**src/rtl/unary_stream_gen.sv**
```systemverilog
// Unary (thermometer) stream pair generator feeding hv_generator.
// One (a, b) beat per hypervector dimension, b drawn from a reseeded LFSR.
module unary_stream_gen #(
  parameter int          DIM  = 1024,
  parameter logic [15:0] SEED = 16'hACE1,
  localparam int         IW   = $clog2(DIM)
) (
  input  logic          clk,
  input  logic          rst,
  input  logic          start,
  input  logic [4:0]    level,
  input  logic          out_ready,
  output logic          out_valid,
  output logic [15:0]   a,
  output logic [15:0]   b,
  output logic [IW-1:0] idx,
  output logic          busy,
  output logic          done
);

  localparam logic [0:0]  S_IDLE = 1'b0;
  localparam logic [0:0]  S_RUN  = 1'b1;
  localparam logic [15:0] SEED_L = (SEED == 16'h0000) ? 16'h0001 : SEED;
  localparam logic [15:0] TAPS   = 16'hB400;

  logic [0:0]    state_q, state_d;
  logic [4:0]    lvl_q, lvl_d;
  logic [15:0]   lfsr_q, lfsr_d;
  logic [IW-1:0] idx_q, idx_d;
  logic [15:0]   a_q, a_d;
  logic [15:0]   b_q, b_d;
  logic          done_q, done_d;

  logic [4:0]  lvl_sat;
  logic [15:0] lfsr_nxt;
  logic        accept;
  logic        last;

  function automatic logic [15:0] therm(input logic [4:0] n);
    logic [16:0] t;
    t = (17'd1 << n) - 17'd1;
    return t[15:0];
  endfunction

  assign lvl_sat  = (level > 5'd16) ? 5'd16 : level;
  assign lfsr_nxt = {1'b0, lfsr_q[15:1]}
                  ^ (lfsr_q[0] ? TAPS : 16'h0000);
  assign accept   = (state_q == S_RUN) && out_ready;
  assign last     = (idx_q == IW'(DIM - 1));

  always_comb begin
    state_d = state_q;
    lvl_d   = lvl_q;
    lfsr_d  = lfsr_q;
    idx_d   = idx_q;
    a_d     = a_q;
    b_d     = b_q;
    done_d  = 1'b0;
    unique case (state_q)
      S_IDLE: begin
        if (start) begin
          state_d = S_RUN;
          lvl_d   = lvl_sat;
          lfsr_d  = SEED_L;
          idx_d   = '0;
          a_d     = therm(lvl_sat);
          b_d     = therm({1'b0, SEED_L[3:0]});
        end
      end
      S_RUN: begin
        if (accept) begin
          if (last) begin
            state_d = S_IDLE;
            idx_d   = '0;
            a_d     = '0;
            b_d     = '0;
            done_d  = 1'b1;
          end else begin
            idx_d  = idx_q + 1'b1;
            lfsr_d = lfsr_nxt;
            b_d    = therm({1'b0, lfsr_nxt[3:0]});
          end
        end
      end
    endcase
  end

  always_ff @(posedge clk) begin
    if (rst) begin
      state_q <= S_IDLE;
      lvl_q   <= '0;
      lfsr_q  <= SEED_L;
      idx_q   <= '0;
      a_q     <= '0;
      b_q     <= '0;
      done_q  <= 1'b0;
    end else begin
      state_q <= state_d;
      lvl_q   <= lvl_d;
      lfsr_q  <= lfsr_d;
      idx_q   <= idx_d;
      a_q     <= a_d;
      b_q     <= b_d;
      done_q  <= done_d;
    end
  end

  assign out_valid = (state_q == S_RUN);
  assign busy      = (state_q == S_RUN);
  assign a         = a_q;
  assign b         = b_q;
  assign idx       = idx_q;
  assign done      = done_q;

endmodule

```
**config.mk**
```make
export PLATFORM = sky130hd
export DESIGN_NAME = unary_stream_gen
export DESIGN_NICKNAME = d
export VERILOG_FILES = /design/src/rtl/unary_stream_gen.sv
export SDC_FILE = /design/constraint.sdc
export NUM_CORES = 1
export LEC_CHECK = 0
export CORE_AREA = 2 2 87 89
export CTS_CLUSTER_SIZE = 16
export DETAILED_ROUTE_END_ITERATION = 8
export DIE_AREA = 0 0 89 91
export DONT_BUFFER_PORTS = 1
export MAX_ROUTING_LAYER = met4
export PLACE_DENSITY_LB_ADDON = 0.1
export SYNTH_ARGS = -nofsm -noshare
export SYNTH_HDL_FRONTEND = slang
export SYNTH_SLANG_ARGS = --single-unit
```
**constraint.sdc**
```tcl
create_clock -name clk -period 4.5 [get_ports clk]
set_clock_uncertainty 0.1 [all_clocks]
set_input_delay 0.9 -clock clk [delete_from_list [all_inputs] [get_ports clk]]
set_output_delay 0.9 -clock clk [all_outputs]
set_load 0.01 [all_outputs]
```
Yosys cells after proc, flatten, opt, wreduce, memory -nomap -nowiden
Cells that the tools add are included.
{ "totals": {"ff_bits": 60, "input_bits": 9, "output_inout_bits": 45, "word_cells": 48} }
{ "classes": {"add_sub_neg": 3, "magnitude_cmp": 1, "n_eq_ne": 5, "shifts": 2, "mux": 23, "n_bitwise": 3, "n_reduce_logical": 5} }
{ "op_table": {"columns": ["cell", "n"], "rows": [
  ["16-bit two-way mux", 10],
  ["16-bit case mux with 2 select lines", 3],
  ["16-bit by 1-bit subtractor with 16-bit output, second input constant", 2],
  ["10-bit two-way mux", 3],
  ["10-bit case mux with 2 select lines", 1],
  ["1-bit by 4-bit << shifter with 16-bit output, first input constant", 1],
  ["1-bit by 5-bit << shifter with 16-bit output, first input constant", 1],
  ["15-bit by 16-bit XOR with 16-bit output", 1],
  ["10-bit by 1-bit adder with 10-bit output, second input constant", 1],
  ["10-bit equality test, second input constant", 1],
  ["3-bit AND reduction", 2],
  ["5-bit > comparator, second input constant", 1],
  ["5-bit two-way mux", 1],
  ["1-bit two-way mux", 4],
  ["2-bit by 1-bit != test with 1-bit output, second input constant", 2],
  ["2-bit != test, second input constant", 2],
  ["3-bit OR reduction", 1],
  ["1-bit NOT", 2],
  ["1-bit case mux with 2 select lines", 1],
  ["2-bit AND reduction", 1],
  ["1-bit logical AND", 1]
]} }

Logic depth before layout (Yosys ltp)
Gate-level depths: netlist (run 1).
{ "logic_depth": {"word_depth": 7, "mapped_depth": 10, "ltp_nobuf": 7} }

Worst setup path before layout (run 1)
OpenSTA, ideal clock, no wires.
{ "synth_timing": {"path_kind": "input to register", "from": "in level[2]", "to": "reg a_q[12] (netlist: a[12])", "setup_ns": 0.117, "t_arrival_ns": 2.263, "required_ns": 4.283, "setup_slack_ns": 2.020, "stages": 8, "path_buffers": 1, "cell_sequence": "nor3_1 nand3b_1 ha_1 clkbuf_1 nor3b_1 a31oi_1 o21ai_0 a22o_1"} }
{ "synth_via": {"elab_chain_cells": 6} }
{ "synth_rtl": {"columns": ["element", "line", "source"], "rows": [
  ["start, declared", "11", "input logic [4:0] level,"],
  ["5-bit > comparator", "45", "assign lvl_sat = (level > 5'd16) ? 5'd16 : level;"],
  ["5-bit two-way mux *", "45", null],
  ["1-bit by 5-bit << shifter with 16-bit output *", "41", "t = (17'd1 << n) - 17'd1;"],
  ["16-bit by 1-bit subtractor with 16-bit output *", "41", null],
  ["16-bit two-way mux *", "61", "if (start) begin"],
  ["16-bit case mux with 2 select lines *", "59", "unique case (state_q)"],
  ["end signal, assigned", "94", "a_q <= '0;"],
  ["end signal, assigned", "102", "a_q <= a_d;"],
  ["end, declared", "30", "logic [15:0] a_q, a_d;"]
]} }
Every way passes the cells marked *; elsewhere a longest branch is shown, timed or not. The select of a mux whose other input is x is not followed.
A chain may end at the register's enable or synchronous reset.

Worst setup path in the final report (run 1)
{ "layout_timing": {"from": "reg state_q (netlist: busy)", "to": "reg b_q[10] (netlist: b[10])"} }
{ "layout_via": {"elab_chain_cells": 3, "word_cells_on_any_way": 6, "cone_classes": "eq/ne (2); mux (1); bitwise (1); reduce/logical (2)"} }
{ "layout_rtl": {"columns": ["element", "line", "source"], "rows": [
  ["start, declared", "26", "logic [0:0] state_q, state_d;"],
  ["start signal, assigned", "98", "state_q <= state_d;"],
  ["1-bit logical AND / 1-bit NOT (equally long branches)", null, null],
  ["2-bit by 1-bit != test with 1-bit output (no line) / 2-bit != test (equally long branches)", null, null],
  ["2-bit AND reduction (no line)", null, null],
  ["end signal, assigned", "95", "b_q <= '0;"],
  ["end signal, assigned", "103", "b_q <= b_d;"],
  ["end, declared", "31", "logic [15:0] b_q, b_d;"]
]} }
Parallel ways exist; a longest one is shown, timed or not.

==> impl_metrics.csv, run 1 <==
group,metric,value,unit
synth,synth_compound_area_share,24.0,%
die,die_h,91,um
timing,rsz0062_at_grt,"false",
detailed_routing,dr.first_iter.drc_count,89,
cts,tritoncts,"done",
timing,fmax,396,MHz
global_route,track_usage,16.9,%
power_and_ir_drop,power_density,419,nW/um^2
timing,setup_viol,0,
global_route,grt_start_max_net_pins,49,
critical_path,crit_type,"flop to flop",
critical_path,setup.worst_path.start,"busy$_SDFF_PP0_",
synth,ys_ff_latch,60,
synth,synth_nets,332,
timing,slew_violations,0,
die,design.die.area,8100,um^2
die,ios,54,
synth,synth-edff-count,0,
layout,nets,313,
timing,tightest_slew,1070,ps
timing,fin_crit,2530,ps
cts,cts_num_sinks,60,
run_status,status,"finished, final reports clean",
critical_path,critPathMaxFanout,24,
cts,cts_made_buffers,9,
cts,ctsResizeCount,0,
synth,ys_seq_area_share,43.4,%
die,die_w,89,um
cts,postCtsHoldBufs,0,
layout,antennaDiodeCount,0,
job,drv_cap,0,
layout,syn2layout_area_growth,8.36,%
cts,cts_max_path_buffers,2,
synth,async_flop_share,0,%
global_route,grt_pass1_wl,10.5,mm
timing,hold_viol,0,
critical_path,r2r-start,"busy$_SDFF_PP0_",
synth,syn_area_per_cell,8.66,um^2
detailed_routing,drc,0,
critical_path,critPathLaunchType,"flop",
timing,maxSlewHeadroom,28.8,%
global_route,antenna_found_initial,0,
layout,layout-drive-gt1-share,8.50,%
die,row_count,31,
detailed_routing,post_drt_wl_per_cell,15.4,um
synth,synthFlopType,"dfxtp_1",
global_route,grt-ovfl-total,0,
power_and_ir_drop,ir_worst_vdd,0.133,mV
place,io_buffers,0,
cts,ctsHtreeMaxLevel,3,
detailed_routing,via_per_inst,5.54,
synth,synth_area,2770,um^2
critical_path,cp.required,4650,ps
critical_path,critPathArrivalTime,2680,ps
detailed_routing,first_pass_iters,4,
synth,synthSimpleGateAreaFrac,23.3,%
critical_path,cp-end-kind,"flop",
synth,ys.warnings.count,0,
synth,synth_fa_ha_area_share,1.36,%
detailed_routing,wirelength,6.25,mm
cts,clk_latency,340,ps
power_and_ir_drop,p_leak,1.06,nW
synth,synth.area.mux_share,0.361,%
synth,yosysUniqueCellTypes,55,
cts,post-cts-setup-buffers,0,
synth,synth_top_family_by_area,"compound AO/OA/AOI/OAI gates",
timing,min_period_over_period,56.1,%
global_route,grt_pass1_vias,2090,
cts,clkTransAtPathRegs,70,ps
detailed_routing,vias,2242,
layout,fill_cells,744,
die,initial_core_util,38.8,%
die,core,7140,um^2
worst_hold_path,worstHoldStart,"lfsr_q[9]$_SDFFE_PP0P_",
synth,syn_inst,320,
place,hpwlAfterDp,3.80,mm
synth,synth-xor-area-share,2.21,%
worst_hold_path,hp-class,"flop to flop",
timing,tns,0,ps
detailed_routing,ant_nets,0,
cts,cts-root-buf,"clkbuf_8",
timing,hold_slack,357,ps
place,gp_congestion,0.765,
## worst max-delay path, cell delays in order, from the launching register on
cell      delay, ps
dfxtp_1         680
nor2b_1         380
a21oi_2         860
a21oi_1         160
a211oi_1        250
## flip-flops by register name, summed over array words and instances (netlist names)
name / count
lfsr_q: 16
done: 1
a: 16
busy: 1
idx: 10
b: 16
## placed cells by master (no fill, tap or decap), types with 6 or more instances in the layout
cell type,n
a21oi_1,28
a31oi_1,7
clkbuf_8,11
o21bai_1,9
nor3_1,15
or3_1,9
dfxtp_1,60
o2bb2ai_1,10
nand2_1,31
nand3_1,13
nor2_1,23
o21ai_0,6
## cells in the mapped netlist (all sizes together), types with 4 or more instances
master / n / area share [%]
a31oi: 7 / 1.6
a22oi: 4 / 1.1
a22o: 4 / 1.3
clkbuf: 21 / 2.8
nand3: 15 / 3.1
o21ai: 10 / 1.8
dfxtp: 60 / 43
nand4: 4 / 0.90
nor3: 16 / 3.1
nand2: 32 / 4.6
or3: 9 / 2.0
nor2: 23 / 3.1
xor2: 4 / 1.3
buf: 10 / 2.6
o2bb2ai: 10 / 3.2
a21oi: 30 / 5.7
o21bai: 9 / 2.4
## path summary, 6_finish.rpt
path / to / depth (start not counted) / slack, ps
setup / recovery: b[10]$_SDFFE_PP0P_ / 4 / 1970
hold / removal: lfsr_q[8]$_SDFFE_PP0P_ / 2 / 360
setup reg to reg: b[10]$_SDFFE_PP0P_ / 4 / 1970
hold reg to reg: lfsr_q[8]$_SDFFE_PP0P_ / 2 / 360
## logic make-up after synthesis
logic type	count (synthesis)
AND/OR/NAND/NOR	124
XOR/XNOR	7
buffers and inverters	31
adder cells (fa/ha/maj)	3
flip-flops	60
AO/OA/AOI/OAI	94
multiplexers	1
## final cells by class
class / instances / area (um^2) / area share [%]
flip-flops and latches: 60 / 1200 / 40.0
repair buffers: 1 / 7.51 / 0.250
multi-input cells: 229 / 1420 / 47.3
clock buffers: 12 / 155 / 5.17
well taps: 99 / 124 / 4.13
clock inverters: 4 / 95.1 / 3.17
## routing by layer
metal	GRT usage [%]	part of all wire, %	routed length [um]	vias to the layer above
li1	-	-	-	1137
met4	6.72	1.6	102	0
met3	5.09	6.1	381	8
met5	-	0	0	-
met2	23.8	44	2750	49
met1	22.5	48	3020	1048
## per-stage QoR
step / power, mW / util, % / cells / setup WS, ps / instance area, um^2
after floorplan: 0.660 / - / 320 / 2020 / 2770
after global placement: 0.662 / 38.6 / 389 / 1750 / 2750
after detailed placement: 0.662 / 38.6 / 389 / 1740 / 2750
after CTS: 1.28 / 42.1 / 405 / 1920 / 3000
after global routing: 1.31 / 42.1 / 405 / 1650 / 3000
final: 1.26 / 42.1 / 405 / 1970 / 3000
## power breakdown
group          total (mW)  switching, mW  internal (mW)
registers           0.576         0.0255          0.550
clock network       0.608          0.210          0.398
logic              0.0731         0.0427         0.0304
total                1.26          0.278          0.978
Power figures use the tool's default switching activity.
==> run 2, diff against run 1 <==
--- a/config.mk
+++ b/config.mk
@@ -5,10 +5,11 @@
 export SDC_FILE = /design/constraint.sdc
 export NUM_CORES = 1
 export LEC_CHECK = 0
-export CORE_AREA = 2 2 87 89
+export ABC_AREA = 1
+export CORE_AREA = 2 2 89 91
 export CTS_CLUSTER_SIZE = 16
 export DETAILED_ROUTE_END_ITERATION = 8
-export DIE_AREA = 0 0 89 91
+export DIE_AREA = 0 0 91 93
 export DONT_BUFFER_PORTS = 1
 export MAX_ROUTING_LAYER = met4
 export PLACE_DENSITY_LB_ADDON = 0.1
==> constraint.sdc (replaced) <==
create_clock -name clk -period 2.03 [get_ports clk]
set_clock_uncertainty 0.1 [all_clocks]
set_input_delay 0.406 -clock clk [delete_from_list [all_inputs] [get_ports clk]]
set_output_delay 0.406 -clock clk [all_outputs]
set_load 0.01 [all_outputs]
==> impl_metrics.csv, run 2 <==
group,metric,value,unit
global_route,grt_use_met2,27.2,%
synth,ys_ff_latch,60,
detailed_routing,drc,0,
cts,cts_made_buffers,9,
job,drv_cap,0,
synth,yosysUniqueCellTypes,35,
timing,min_period_over_period,91.1,%
global_route,grt-ovfl-total,0,
synth,ys.warnings.count,0,
power_and_ir_drop,ir_worst_vdd,0.288,mV
critical_path,cp.required,2160,ps
synth,synth_top_area_share,41.4,%
synth,synth_nets,415,
global_route,grt_pass1_wl,12.1,mm
critical_path,critPathMaxFanout,16,
critical_path,critPathLaunchType,"flop",
power_and_ir_drop,p_comb_share,9.3,%
layout,antennaDiodeCount,0,
global_route,track_usage,18.2,%
layout,layout_common_cells,"112 x nand2_1, 60 x dfxtp_1, 44 x a21oi_1",
detailed_routing,first_pass_iters,4,
layout,finalNonFillerCells,521,
run_status,status,"finished, final reports clean",
cts,ctsHtreeMaxLevel,3,
timing,tightest_slew,396,ps
global_route,grt_start_max_net_pins,49,
die,row_count,32,
synth,syn_area_per_cell,7.21,um^2
layout,syn2layout_area_growth,13.8,%
synth,ys_seq_area_share,41.4,%
synth,syn_inst,403,
cts,cts_max_path_buffers,2,
synth,synth_common_cells,"112 x nand2_1, 60 x dfxtp_1, 44 x a21oi_1",
synth,synth_area_leaders,"dfxtp_1 41%, nand2_1 14%, a21oi_1 7.6%, nand3_1 5.2%, nor2_1 4.5%",
global_route,grt_util_met3,5.00,%
die,design.die.area,8460,um^2
timing,hold_viol,0,
critical_path,crit_type,"flop to flop",
synth,synth_area,2900,um^2
detailed_routing,vias,2635,
timing,fin_crit,1850,ps
power_and_ir_drop,p_leak,1.26,nW
synth,synth-edff-count,0,
die,die_h,93,um
timing,fin_ws,182,ps
global_route,grt-busiest-layer,"met2",
power_and_ir_drop,seq_power_share,46.0,%
synth,synthFlopType,"dfxtp_1",
layout,fill_cells,836,
place,dpl_worst_slack,49.6,ps
critical_path,cp-end-kind,"flop",
detailed_routing,post_drt_wl_per_cell,13.7,um
layout,nets,427,
cts,tritoncts,"done",
timing,slew_violations,0,
cts,cts_num_sinks,60,
timing,maxSlewHeadroom,73.6,%
power_and_ir_drop,switching_share,24.8,%
detailed_routing,via_per_inst,5.06,
power_and_ir_drop,power_density,829,nW/um^2
critical_path,critPathArrivalTime,1970,ps
power_and_ir_drop,switching_power,0.680,mW
cts,cts-root-buf,"clkbuf_8",
global_route,antenna_found_initial,0,
place,hpwlAfterDp,4.99,mm
cts,clk_latency,340,ps
global_route,gr-usage-met1,23.3,%
die,die_w,91,um
synth,async_flop_share,0,%
detailed_routing,dr.first_iter.drc_count,103,
synth,yosysTopAreaCell,"dfxtp_1",
power_and_ir_drop,internal_power,2.06,mW
global_route,grt_pass1_vias,2492,
place,io_buffers,0,
place,placedCellCount,503,
layout,layout_commonest_cell,"nand2_1",
synth,synthMostInstantiatedCell,"nand2_1",
layout,final_area,3300,um^2
power_and_ir_drop,fin_total_pwr,2.74,mW
die,core,7530,um^2
die,ios,54,
place,dpl_cell_area,3040,um^2
timing,fmax,541,MHz
cts,clkTransAtPathRegs,70,ps
place,gp_congestion,0.866,
power_and_ir_drop,pwr-share-clk,44.7,%
timing,hold_slack,23.9,ps
layout,layout-drive-gt1-share,12.9,%
timing,setup_viol,0,
detailed_routing,wirelength,7.14,mm
detailed_routing,ant_nets,0,
worst_hold_path,hp-class,"input port to flop",
die,initial_core_util,38.6,%
-- run 2: cell count changes after synthesis, sizes merged, moves of 9 or more --
cell	before	now
nand2	32	114
inv	0	33
a21oi	30	48
nand3	15	33
nor2	23	39
clkbuf	21	8
nor3	16	3
o22ai	0	10
o2bb2ai	10	0
or3	9	0
-- run 2: cells by family after synthesis --
group | share of synthesized area [%]
AO/OA/AOI/OAI | 14.9
XOR/XNOR | 2.41
adder cells (fa/ha/maj) | 1.29
buffers and inverters | 8.62
flip-flops | 41.4
AND/OR/NAND/NOR | 31.4
-- run 2: cell type report --
type,instances,area [um^2],area share (%)
clock buffers,11,151,4.58
flip-flops and latches,60,1200,36.3
well taps,102,128,3.86
clock inverters,4,72.6,2.20
multi-input cells,290,1460,44.3
inverters,34,138,4.17
repair buffers,20,150,4.54
-- run 2: what timing repair did --
item	in CTS	in global routing
hold buffers	0	0
setup buffers	0	3
setup endpoints to repair	0	9
gates resized for setup	0	3
-- run 2: power by group through the flow --
stage / clock (mW) / sequential [mW] / combinational, mW
finish: 1.22 / 1.26 / 0.254
global route: 1.32 / 1.27 / 0.291
CTS: 1.26 / 1.26 / 0.250
detailed placement: 0 / 1.29 / 0.249
global placement: 0 / 1.29 / 0.248
floorplan: 0 / 1.28 / 0.208
-- run 2: worst max-delay path, stage by stage (launching register included) --
cell and delay (ps):
dfxtp_1 350, ha_2 210, nand3_2 110, nor2_4 140, nand3_4 100, nor2_4 120
nand3_4 120, nor2_4 120, nor2_2 40, buf_4 210, nand2_1 70, a21oi_1 60
-- run 2: path summary, 6_finish.rpt --
kind,from,endpoint,slack (ps),cells past startpoint
min,rst,idx[5]$_SDFFE_PP0P_,20,1
min reg2reg,lfsr_q[9]$_SDFFE_PP0P_,lfsr_q[9]$_SDFFE_PP0P_,360,2
max reg2reg,idx[0]$_SDFFE_PP0P_,a[11]$_SDFFE_PP0P_,180,11
max,idx[0]$_SDFFE_PP0P_,a[11]$_SDFFE_PP0P_,180,11
-- run 2: per-layer routing --
layer	routed length (um)	part of all wire, %	vias up
met5	0	0	-
met4	157	2.2	0
met3	392	5.5	17
met2	3150	44	72
met1	3440	48	1188
li1	-	-	1358
-- run 2: through the flow --
step	TNS, ps	utilization (%)
final	0	43.9
after global routing	-16.2	43.9
after CTS	0	43.4
after detailed placement	0	40.4
after global placement	0	40.4
after floorplan	0	-
==> run 3, diff against run 2 <==
--- a/config.mk
+++ b/config.mk
@@ -5,11 +5,10 @@
 export SDC_FILE = /design/constraint.sdc
 export NUM_CORES = 1
 export LEC_CHECK = 0
-export ABC_AREA = 1
-export CORE_AREA = 2 2 89 91
+export CORE_AREA = 2 2 87 89
 export CTS_CLUSTER_SIZE = 16
 export DETAILED_ROUTE_END_ITERATION = 8
-export DIE_AREA = 0 0 91 93
+export DIE_AREA = 0 0 89 91
 export DONT_BUFFER_PORTS = 1
 export MAX_ROUTING_LAYER = met4
 export PLACE_DENSITY_LB_ADDON = 0.1
==> impl_metrics.csv, run 3 (synthesis results as in run 1) <==
group,metric,value,unit
critical_path,critPathLaunchType,"flop",
place,placedCellCount,415,
power_and_ir_drop,pwr-share-clk,44.9,%
critical_path,critPathArrivalTime,2090,ps
detailed_routing,wirelength,6.64,mm
timing,tightest_slew,667,ps
timing,setup_viol,0,
place,dpl_worst_slack,-38.1,ps
power_and_ir_drop,p_leak,1.17,nW
die,row_count,31,
die,core,7140,um^2
layout,layout_common_cells,"60 x dfxtp_1, 31 x nand2_1, 27 x a21oi_1, 27 x buf_4, 23 x nor2_1",
detailed_routing,post_drt_wl_per_cell,15.4,um
detailed_routing,drc,0,
power_and_ir_drop,internal_power,2.04,mW
global_route,grt_pass1_wl,11.0,mm
run_status,status,"finished, final reports clean",
timing,rsz0062_at_grt,"false",
detailed_routing,first_pass_iters,6,
timing,hold_slack,33.8,ps
cts,cts-root-buf,"clkbuf_8",
detailed_routing,via_per_inst,5.50,
cts,clkTransAtPathRegs,70,ps
layout,nets,340,
power_and_ir_drop,seq_power_share,47.3,%
timing,slew_violations,0,
critical_path,crit_type,"flop to flop",
timing,fmax,513,MHz
power_and_ir_drop,power_density,830,nW/um^2
timing,min_period_over_period,96.0,%
global_route,grt_start_max_net_pins,49,
critical_path,cp.required,2170,ps
worst_hold_path,hp-class,"input port to flop",
critical_path,critPathMaxFanout,7,
cts,cts_made_buffers,9,
timing,fin_ws,82.0,ps
die,die_h,91,um
cts,postCtsHoldBufs,0,
cts,cts_num_sinks,60,
layout,finalNonFillerCells,432,
timing,hold_viol,0,
power_and_ir_drop,fin_total_pwr,2.67,mW
job,drv_cap,0,
cts,clk_latency,330,ps
critical_path,cp-end-kind,"flop",
cts,cts_max_path_buffers,2,
die,design.die.area,8100,um^2
place,gp_congestion,0.769,
power_and_ir_drop,switching_power,0.640,mW
global_route,antenna_found_initial,0,
layout,syn2layout_area_growth,16.4,%
global_route,grt_pass1_vias,2199,
global_route,grt-ovfl-total,0,
layout,antennaDiodeCount,0,
power_and_ir_drop,switching_share,23.9,%
layout,layout-drive-gt1-share,17.4,%
die,ios,54,
detailed_routing,ant_nets,0,
global_route,track_usage,17.6,%
cts,ctsHtreeMaxLevel,3,
place,hpwlAfterDp,4.24,mm
power_and_ir_drop,ir_worst_vdd,0.393,mV
power_and_ir_drop,p_comb_share,7.8,%
layout,layout_commonest_cell,"dfxtp_1",
place,io_buffers,0,
timing,maxSlewHeadroom,55.4,%
die,die_w,89,um
timing,fin_crit,1950,ps
die,initial_core_util,38.8,%
detailed_routing,vias,2377,
detailed_routing,dr.first_iter.drc_count,72,
timing,tns,0,ps
cts,tritoncts,"done",
==> run 3: changes by cell type in the layout (fill, tap and decap cells not counted), sizes merged, moves of 10 or more <==
cell | before | now
a21oi | 48 | 30
o2bb2ai | 0 | 10
inv | 33 | 0
nand2 | 114 | 32
nor2 | 39 | 23
nor3 | 3 | 16
o22ai | 10 | 0
nand3 | 33 | 15
==> run 3: layout make-up <==
class                           instances  area [um^2]
Clock buffer                           10          138
Tap cell                               99          124
Clock inverter                          6         87.6
Timing Repair Buffer                   28          223
Fill cell                             719         3910
Sequential cell                        60         1200
Multi-Input combinational cell        229         1450
==> run 3: power by group through the flow <==
stage               logic (mW)  registers, mW  clock network (mW)
finish                   0.208           1.27                1.20
global route             0.232           1.27                1.30
detailed placement       0.203           1.29                   0
CTS                      0.203           1.27                1.24
global placement         0.202           1.29                   0
floorplan                0.182           1.29                   0
==> run 3: metrics by stage <==
step / cell area, um^2 / utilization, %
global placement: 2970 / 41.5
finish: 3220 / 45.2
global route: 3220 / 45.2
detailed placement: 2970 / 41.5
floorplan: 2790 / -
CTS: 3190 / 44.7
==> run 3: what timing repair did <==
item	4_1_cts	5_1_grt
endpoints found under the setup margin	0	17
setup buffers	0	1
gates resized for setup	0	4
==> run 3: final timing paths <==
path | from | to | slack (ps) | cells past startpoint
setup / recovery | lfsr_q[1]$_SDFFE_PP0P_ | b[10]$_SDFFE_PP0P_ | 80 | 6
hold / removal | rst | idx[2]$_SDFFE_PP0P_ | 30 | 1
hold reg to reg | lfsr_q[15]$_SDFFE_PP1P_ | lfsr_q[14]$_SDFFE_PP0P_ | 350 | 2
setup reg to reg | lfsr_q[1]$_SDFFE_PP0P_ | b[10]$_SDFFE_PP0P_ | 80 | 6
==> run 3: routing by layer <==
metal | GRT usage [%] | vias up | wire (um) | share of wire (%)
li1 | - | 1191 | - | -
met1 | 22.0 | 1128 | 3070 | 46
met2 | 26.1 | 45 | 3110 | 47
met3 | 4.55 | 13 | 326 | 4.9
met4 | 8.58 | 0 | 131 | 2.0
met5 | - | - | 0 | 0
==> run 3: critical path: stages, from the launching register on <==
cell and delay (ps):
dfxtp_1 310, or4_4 550, ha_4 200, or3_4 330
a21oi_2 110, a31oi_1 40, a211oi_1 220
